File: config.mk
export PLATFORM = sky130hd
export DESIGN_NAME = mvm_ctrl
export DESIGN_NICKNAME = d
export VERILOG_FILES = /design/src/rtl/mvm_ctrl_pkg.sv /design/src/rtl/mvm_ctrl_delay.sv /design/src/rtl/mvm_ctrl.sv
export SDC_FILE = /design/constraint.sdc
export NUM_CORES = 1
export LEC_CHECK = 0
export ABC_AREA = 0
export CAP_MARGIN = 10
export CELL_PAD_IN_SITES_DETAIL_PLACEMENT = 0
export CELL_PAD_IN_SITES_GLOBAL_PLACEMENT = 1
export CORE_MARGIN = 1.5
export CORE_UTILIZATION = 25
export DETAILED_ROUTE_END_ITERATION = 8
export PLACE_DENSITY = 0.66
export SETUP_SLACK_MARGIN = 0.5
export SYNTH_ARGS = -nofsm -noshare
export SYNTH_HDL_FRONTEND = slang
export SYNTH_SLANG_ARGS = --single-unit
File: constraint.sdc
create_clock -name clk -period 1.8 [get_ports clk]
set_input_delay 0.27 -clock clk [delete_from_list [all_inputs] [get_ports clk]]
set_output_delay 0.27 -clock clk [all_outputs]
set_load 0.05 [all_outputs]
File: src/rtl/mvm_ctrl_pkg.sv
// Shared state encoding and width helper for the mvm_ctrl layer sequencer.
package mvm_ctrl_pkg;

    typedef enum logic [1:0] {
        LOAD,
        ISSUE,
        DRAIN,
        OUT
    } state_e;

    // Wide enough to count DRAIN cycles for any latency up to 8.
    localparam int WAIT_W = 4;

    function automatic int widthOf(input int n);
        return (n <= 2) ? 1 : $clog2(n);
    endfunction

endpackage

File: src/rtl/mvm_ctrl_delay.sv
// LAT-stage shift register with synchronous active-low clear; LAT==0 is a wire.
module ctrl_delay #(
    parameter int LAT = 1,
    parameter int W   = 2
) (
    input  logic         clk,
    input  logic         reset,
    input  logic [W-1:0] d_i,
    output logic [W-1:0] q_o
);

    generate
        if (LAT == 0) begin : g_pass
            logic unusedPins;
            assign unusedPins = clk ^ reset;
            assign q_o = d_i;
        end else begin : g_shift
            logic [W-1:0] stage_q [LAT];

            always_ff @(posedge clk) begin
                if (!reset) begin
                    for (int i = 0; i < LAT; i++) stage_q[i] <= '0;
                end else begin
                    stage_q[0] <= d_i;
                    for (int i = 1; i < LAT; i++) stage_q[i] <= stage_q[i-1];
                end
            end

            assign q_o = stage_q[LAT-1];
        end
    endgenerate

endmodule

File: src/rtl/mvm_ctrl.sv
// Sequencer for one y = W*x layer with P MAC lanes sharing x-memory and weight ROM.
// Define MVM_CTRL_OVERLAP_EN to load the next vector during the final output group.
module mvm_ctrl
    import mvm_ctrl_pkg::*;
#(
    parameter int M   = 8,
    parameter int N   = 8,
    parameter int P   = 2,
    parameter int LAT = 1,
    localparam int XW = widthOf(N),
    localparam int WW = widthOf(M / P * N),
    localparam int SW = widthOf(P)
) (
    input  logic          clk,
    input  logic          reset,
    input  logic          s_valid_x,
    output logic          s_ready_x,
    output logic          x_we,
    output logic [XW-1:0] x_waddr,
    output logic [XW-1:0] x_raddr,
    output logic [WW-1:0] w_addr,
    output logic          acc_clr,
    output logic          acc_en,
    output logic [SW-1:0] y_sel,
    output logic          m_valid_y,
    input  logic          m_ready_y
);

    localparam int G  = M / P;
    localparam int LW = widthOf(N + 1);
    localparam int GW = widthOf(G);
    localparam logic [LW-1:0]     LD_FULL   = LW'(N);
    localparam logic [LW-1:0]     LD_LAST   = LW'(N - 1);
    localparam logic [XW-1:0]     K_LAST    = XW'(N - 1);
    localparam logic [GW-1:0]     G_LAST    = GW'(G - 1);
    localparam logic [SW-1:0]     LANE_LAST = SW'(P - 1);
    localparam logic [WAIT_W-1:0] WAIT_LAST = WAIT_W'((LAT > 0) ? LAT - 1 : 0);

    state_e             state_q, state_d;
    logic [LW-1:0]      ld_q, ld_d;
    logic [XW-1:0]      k_q, k_d;
    logic [GW-1:0]      g_q, g_d;
    logic [SW-1:0]      lane_q, lane_d;
    logic [WAIT_W-1:0]  wait_q, wait_d;
    logic               loadReady;
    logic               outValid;
    logic [1:0]         dlyIn;
    logic [1:0]         dlyOut;

    always_ff @(posedge clk) begin
        if (!reset) begin
            state_q <= LOAD;
            ld_q    <= '0;
            k_q     <= '0;
            g_q     <= '0;
            lane_q  <= '0;
            wait_q  <= '0;
        end else begin
            state_q <= state_d;
            ld_q    <= ld_d;
            k_q     <= k_d;
            g_q     <= g_d;
            lane_q  <= lane_d;
            wait_q  <= wait_d;
        end
    end

    always_comb begin
        state_d   = state_q;
        ld_d      = ld_q;
        k_d       = k_q;
        g_d       = g_q;
        lane_d    = lane_q;
        wait_d    = wait_q;
        loadReady = 1'b0;
        outValid  = 1'b0;

        unique case (state_q)
            LOAD: begin
                loadReady = 1'b1;
                if (s_valid_x) begin
                    ld_d = ld_q + 1'b1;
                    if (ld_q == LD_LAST) begin
                        ld_d    = '0;
                        k_d     = '0;
                        g_d     = '0;
                        state_d = ISSUE;
                    end
                end
            end
            ISSUE: begin
                if (k_q == K_LAST) begin
                    k_d     = '0;
                    wait_d  = '0;
                    state_d = (LAT > 0) ? DRAIN : OUT;
                end else begin
                    k_d = k_q + 1'b1;
                end
            end
            DRAIN: begin
                if (wait_q == WAIT_LAST) begin
                    wait_d  = '0;
                    state_d = OUT;
                end else begin
                    wait_d = wait_q + 1'b1;
                end
            end
            OUT: begin
                outValid = 1'b1;
`ifdef MVM_CTRL_OVERLAP_EN
                // x-memory is idle in the last OUT, so the next vector may stream in.
                if (g_q == G_LAST && ld_q != LD_FULL) begin
                    loadReady = 1'b1;
                    if (s_valid_x) ld_d = ld_q + 1'b1;
                end
`endif
                if (m_ready_y) begin
                    if (lane_q == LANE_LAST) begin
                        lane_d = '0;
                        if (g_q != G_LAST) begin
                            g_d     = g_q + 1'b1;
                            state_d = ISSUE;
                        end else begin
`ifdef MVM_CTRL_OVERLAP_EN
                            if (ld_d == LD_FULL) begin
                                ld_d    = '0;
                                g_d     = '0;
                                state_d = ISSUE;
                            end else begin
                                state_d = LOAD;
                            end
`else
                            state_d = LOAD;
`endif
                        end
                    end else begin
                        lane_d = lane_q + 1'b1;
                    end
                end
            end
            default: state_d = LOAD;
        endcase
    end

    // Issue-valid and first-product flag travel alongside the MAC pipeline.
    assign dlyIn = {state_q == ISSUE, (state_q == ISSUE) && (k_q == '0)};

    ctrl_delay #(
        .LAT (LAT),
        .W   (2)
    ) u_delay (
        .clk   (clk),
        .reset (reset),
        .d_i   (dlyIn),
        .q_o   (dlyOut)
    );

    assign s_ready_x = loadReady & reset;
    assign x_we      = loadReady & s_valid_x & reset;
    assign x_waddr   = XW'(ld_q);
    assign x_raddr   = k_q;
    assign w_addr    = WW'(int'(g_q) * N + int'(k_q));
    assign acc_en    = dlyOut[1] & reset;
    assign acc_clr   = dlyOut[0] & reset;
    assign y_sel     = lane_q;
    assign m_valid_y = outValid & reset;

endmodule

==> results.sh <==
export IMPL_synth_top_cell_area_share_pct=33.3
export IMPL_detailroute_via_count=929
export IMPL_nets=168
export IMPL_leakagePower_nw=0.669
export IMPL_biggest_area_contributors_in_the_synthesized_netlist="dfxtp_1 (33%), ha_1 (14%), nand2_1 (6.6%)"
export IMPL_largest_net_degree_at_the_start_of_global_routing=11
export IMPL_ys_types=30
export IMPL_relSlewSlack_pct=79.7
export IMPL_globalplace_congestion=0.787
export IMPL_number_of_antenna_violations_at_the_first_check_in_global_routing=0
export IMPL_post_synth_and_or_nand_nor_area_fraction_pct=27.0
export IMPL_total_power_mw=0.845
export IMPL_fmaxAchievable_mhz=697
export IMPL_netlist_area_um2=1080
export IMPL_hold_slack_ps=489
export IMPL_overflow=0
export IMPL_core_area_um2=4090
export IMPL_synth_seq_area_share_pct=33.3
export IMPL_synth_top_family_by_area="simple AND/OR/NAND/NOR gates"
export IMPL_io_buffers=20
export IMPL_ir_worst_vdd_mv=0.181
export IMPL_tritoncts_clock_tree="yes"
export IMPL_cts_sinks=18
export IMPL_drive_above_1_share_pct=47.0
export IMPL_synth_xor_area_share_pct=3.24
export IMPL_floorplan_rows=23
export IMPL_postSynthCellCount=122
export IMPL_endpoints_failing_hold=0
export IMPL_route_detailed_drc=0
export IMPL_n_antenna_cell=0
export IMPL_fp_dieArea_um2=4730
export IMPL_critPathArrivalTime_ps=1160
export IMPL_tritoncts_num_buffers=3
export IMPL_timing_setup_critical_path_class="flop to primary output"
export IMPL_timing_final_crit_share_pct=79.7
export IMPL_synth_ff_latch_count=18
export IMPL_slew_violations=0
export IMPL_synth_edf_count=0
export IMPL_synth_largest_area_cell="dfxtp_1"
export IMPL_cts_root_buffer="clkbuf_8"
export IMPL_clock_latency_at_the_later_pin_of_the_worst_skew_pair_ps=250
export IMPL_io_pin_count=21
export IMPL_setup_tns_ps=0
export IMPL_crit_fanout=4
export IMPL_htree_num_levels=1
export IMPL_clock_path_buffers=2
export IMPL_synth_compound_area_share_pct=10.2
export IMPL_setup_viol=0
export IMPL_clkTransAtPathRegs_ps=70
export IMPL_vias_per_cell=4.62
export IMPL_finalCriticalPeriod_ps=1430
export IMPL_ys_warnings_count=0
export IMPL_min_delay_path_class="flop to flop"
export IMPL_die_width_um=68.8
export IMPL_initial_core_util_pct=26.5
export IMPL_power_per_cell_area_nw_per_um2=516
export IMPL_routed_wire_length_per_instance_um=11.7
export IMPL_post_place_ws_ps=208
export IMPL_hold_buffers=0
export IMPL_timing_critical_path_from_type="flop"
export IMPL_firstDrtPassIters=3
export IMPL_synth_net_count=138
export IMPL_cp_data_required_time_ps=1530
export IMPL_ys_dominant_reg_cell="dfxtp_1"
export IMPL_grt_setup_unrepaired="yes"
export IMPL_place_detailed_hpwl_um=1710
export IMPL_worstMarginPinSlew_ps=304
export IMPL_synth_avg_cell_area_um2=8.86
export IMPL_route_antenna_remaining_nets=0
export IMPL_layout_setup_ws_ps=366
export IMPL_yosys_area_share_adder_pct=13.9
export IMPL_synthArstFlopShare_pct=0
export IMPL_drt_first_iter_violations=25
export IMPL_maxCapViolCount=0
export IMPL_syn_to_final_growth_pct=51.6
export IMPL_postRouteWirelength_um=2360
export IMPL_final_instance_count_excl_fill=201
export IMPL_place_inst=187
export IMPL_first_pass_grt_wire_length_um=4140
export IMPL_grt_usage_pct=11.7
export IMPL_run_status="completed"
export IMPL_fin_skew_ps=2.71
export IMPL_first_global_vias=926
export IMPL_synthMuxAreaShare_pct=4.63
export IMPL_dieHeight_um=68.8
export IMPL_end_kind="primary output"
==> layout by cell type (no fill, tap or decap), types with 2 or more instances in the layout <==
master | Yosys | final
inv_4 | 0 | 2
dfxtp_2 | 0 | 5
buf_12 | 0 | 5
a32oi_1 | 4 | 3
clkbuf_8 | 0 | 4
dfxtp_1 | 18 | 9
buf_6 | 0 | 2
o22ai_1 | 2 | 2
nand3_2 | 1 | 2
dfxtp_4 | 0 | 4
clkdlybuf4s50_1 | 0 | 2
ha_1 | 12 | 6
nand3_1 | 7 | 6
xnor2_1 | 2 | 2
inv_1 | 7 | 5
mux2i_1 | 5 | 4
nor2_1 | 3 | 3
ha_4 | 0 | 5
and2_4 | 0 | 4
nand3b_1 | 2 | 2
xor2_1 | 2 | 2
and3b_1 | 2 | 2
and2_1 | 8 | 4
nor2b_1 | 5 | 4
nand2_1 | 19 | 18
buf_2 | 1 | 2
buf_4 | 6 | 20
==> kinds of logic after synthesis <==
group                      after synthesis
adders and majority gates               12
and+or+nand+nor                         53
muxes                                    5
AOI/OAI and AO/OA                       14
xor gates and xnor gates                 4
DFF                                     18
buffers and inverters                   16
==> timing repair <==
item	4_1_cts	5_1_grt
setup endpoints to repair	21	19
resized for setup	32	14
pin swaps	3	5
buffers inserted	6	4
==> flip-flops by register name, indices dropped and copies added (netlist names) <==
register	count
ld_q	4
wait_q	4
x_raddr	3
g_q	2
state_q	2
u_delay.g_shift.stage_q	2
y_sel	1
==> per-stage QoR <==
stage / instance area [um^2] / util [%]
final: 1640 / 40.1
after global routing: 1640 / 40.1
after CTS: 1580 / 38.6
after detailed placement: 1400 / 34.3
after global placement: 1400 / 34.3
after floorplan: 1140 / -
==> worst paths after layout <==
| check | start | endpoint | slack [ps] | cells past startpoint |
|---|---|---|---|---|
| max | state_q[1] | x_we | 370 | 4 |
| min | g_q[1] | g_q[1] | 490 | 2 |
| max reg2reg | state_q[1] | g_q[0] | 410 | 6 |
| min reg2reg | g_q[1] | g_q[1] | 490 | 2 |
==> synth_stat cells (all sizes together) (2+ instances only) <==
library cell,count
xor2,2
dfxtp,18
and3,2
clkbuf,2
buf,7
a32oi,4
mux2i,5
o21ai,2
nand3,8
o22ai,2
a31oi,2
nor2b,5
and3b,2
inv,7
and2,8
nand2,19
nor2,3
xnor2,2
nand3b,2
ha,12
==> cell type report <==
| class | count | area [um^2] |
|---|---|---|
| Clock buffer | 4 | 55.1 |
| Multi-Input combinational cell | 88 | 781 |
| Inverter | 7 | 31.3 |
| Sequential cell | 18 | 382 |
| Tap cell | 50 | 62.6 |
| Timing Repair Buffer | 34 | 328 |
| Fill cell | 409 | 2450 |
==> per-layer routing <==
metal	vias to the layer above	global-route usage, %	wire length (um)
met5	-	0	0
met3	2	2.11	83
li1	471	-	-
met4	0	5.15	23
met1	440	14.1	1120
met2	16	20.1	1140
==> power breakdown <==
group          switching (mW)  leakage (nW)  total, mW  internal [mW]
Sequential            0.00658         0.151      0.405          0.398
Combinational          0.0561         0.490      0.103         0.0472
Clock                   0.143        0.0288      0.337          0.194
Total                   0.205         0.669      0.845          0.640
==> critical path: stages (launching register included) <==
cell and delay (ps):
dfxtp_4 370, inv_4 80, ha_4 150, and3_4 180, buf_12 130
No activity file was read; power rests on OpenSTA's default activity.
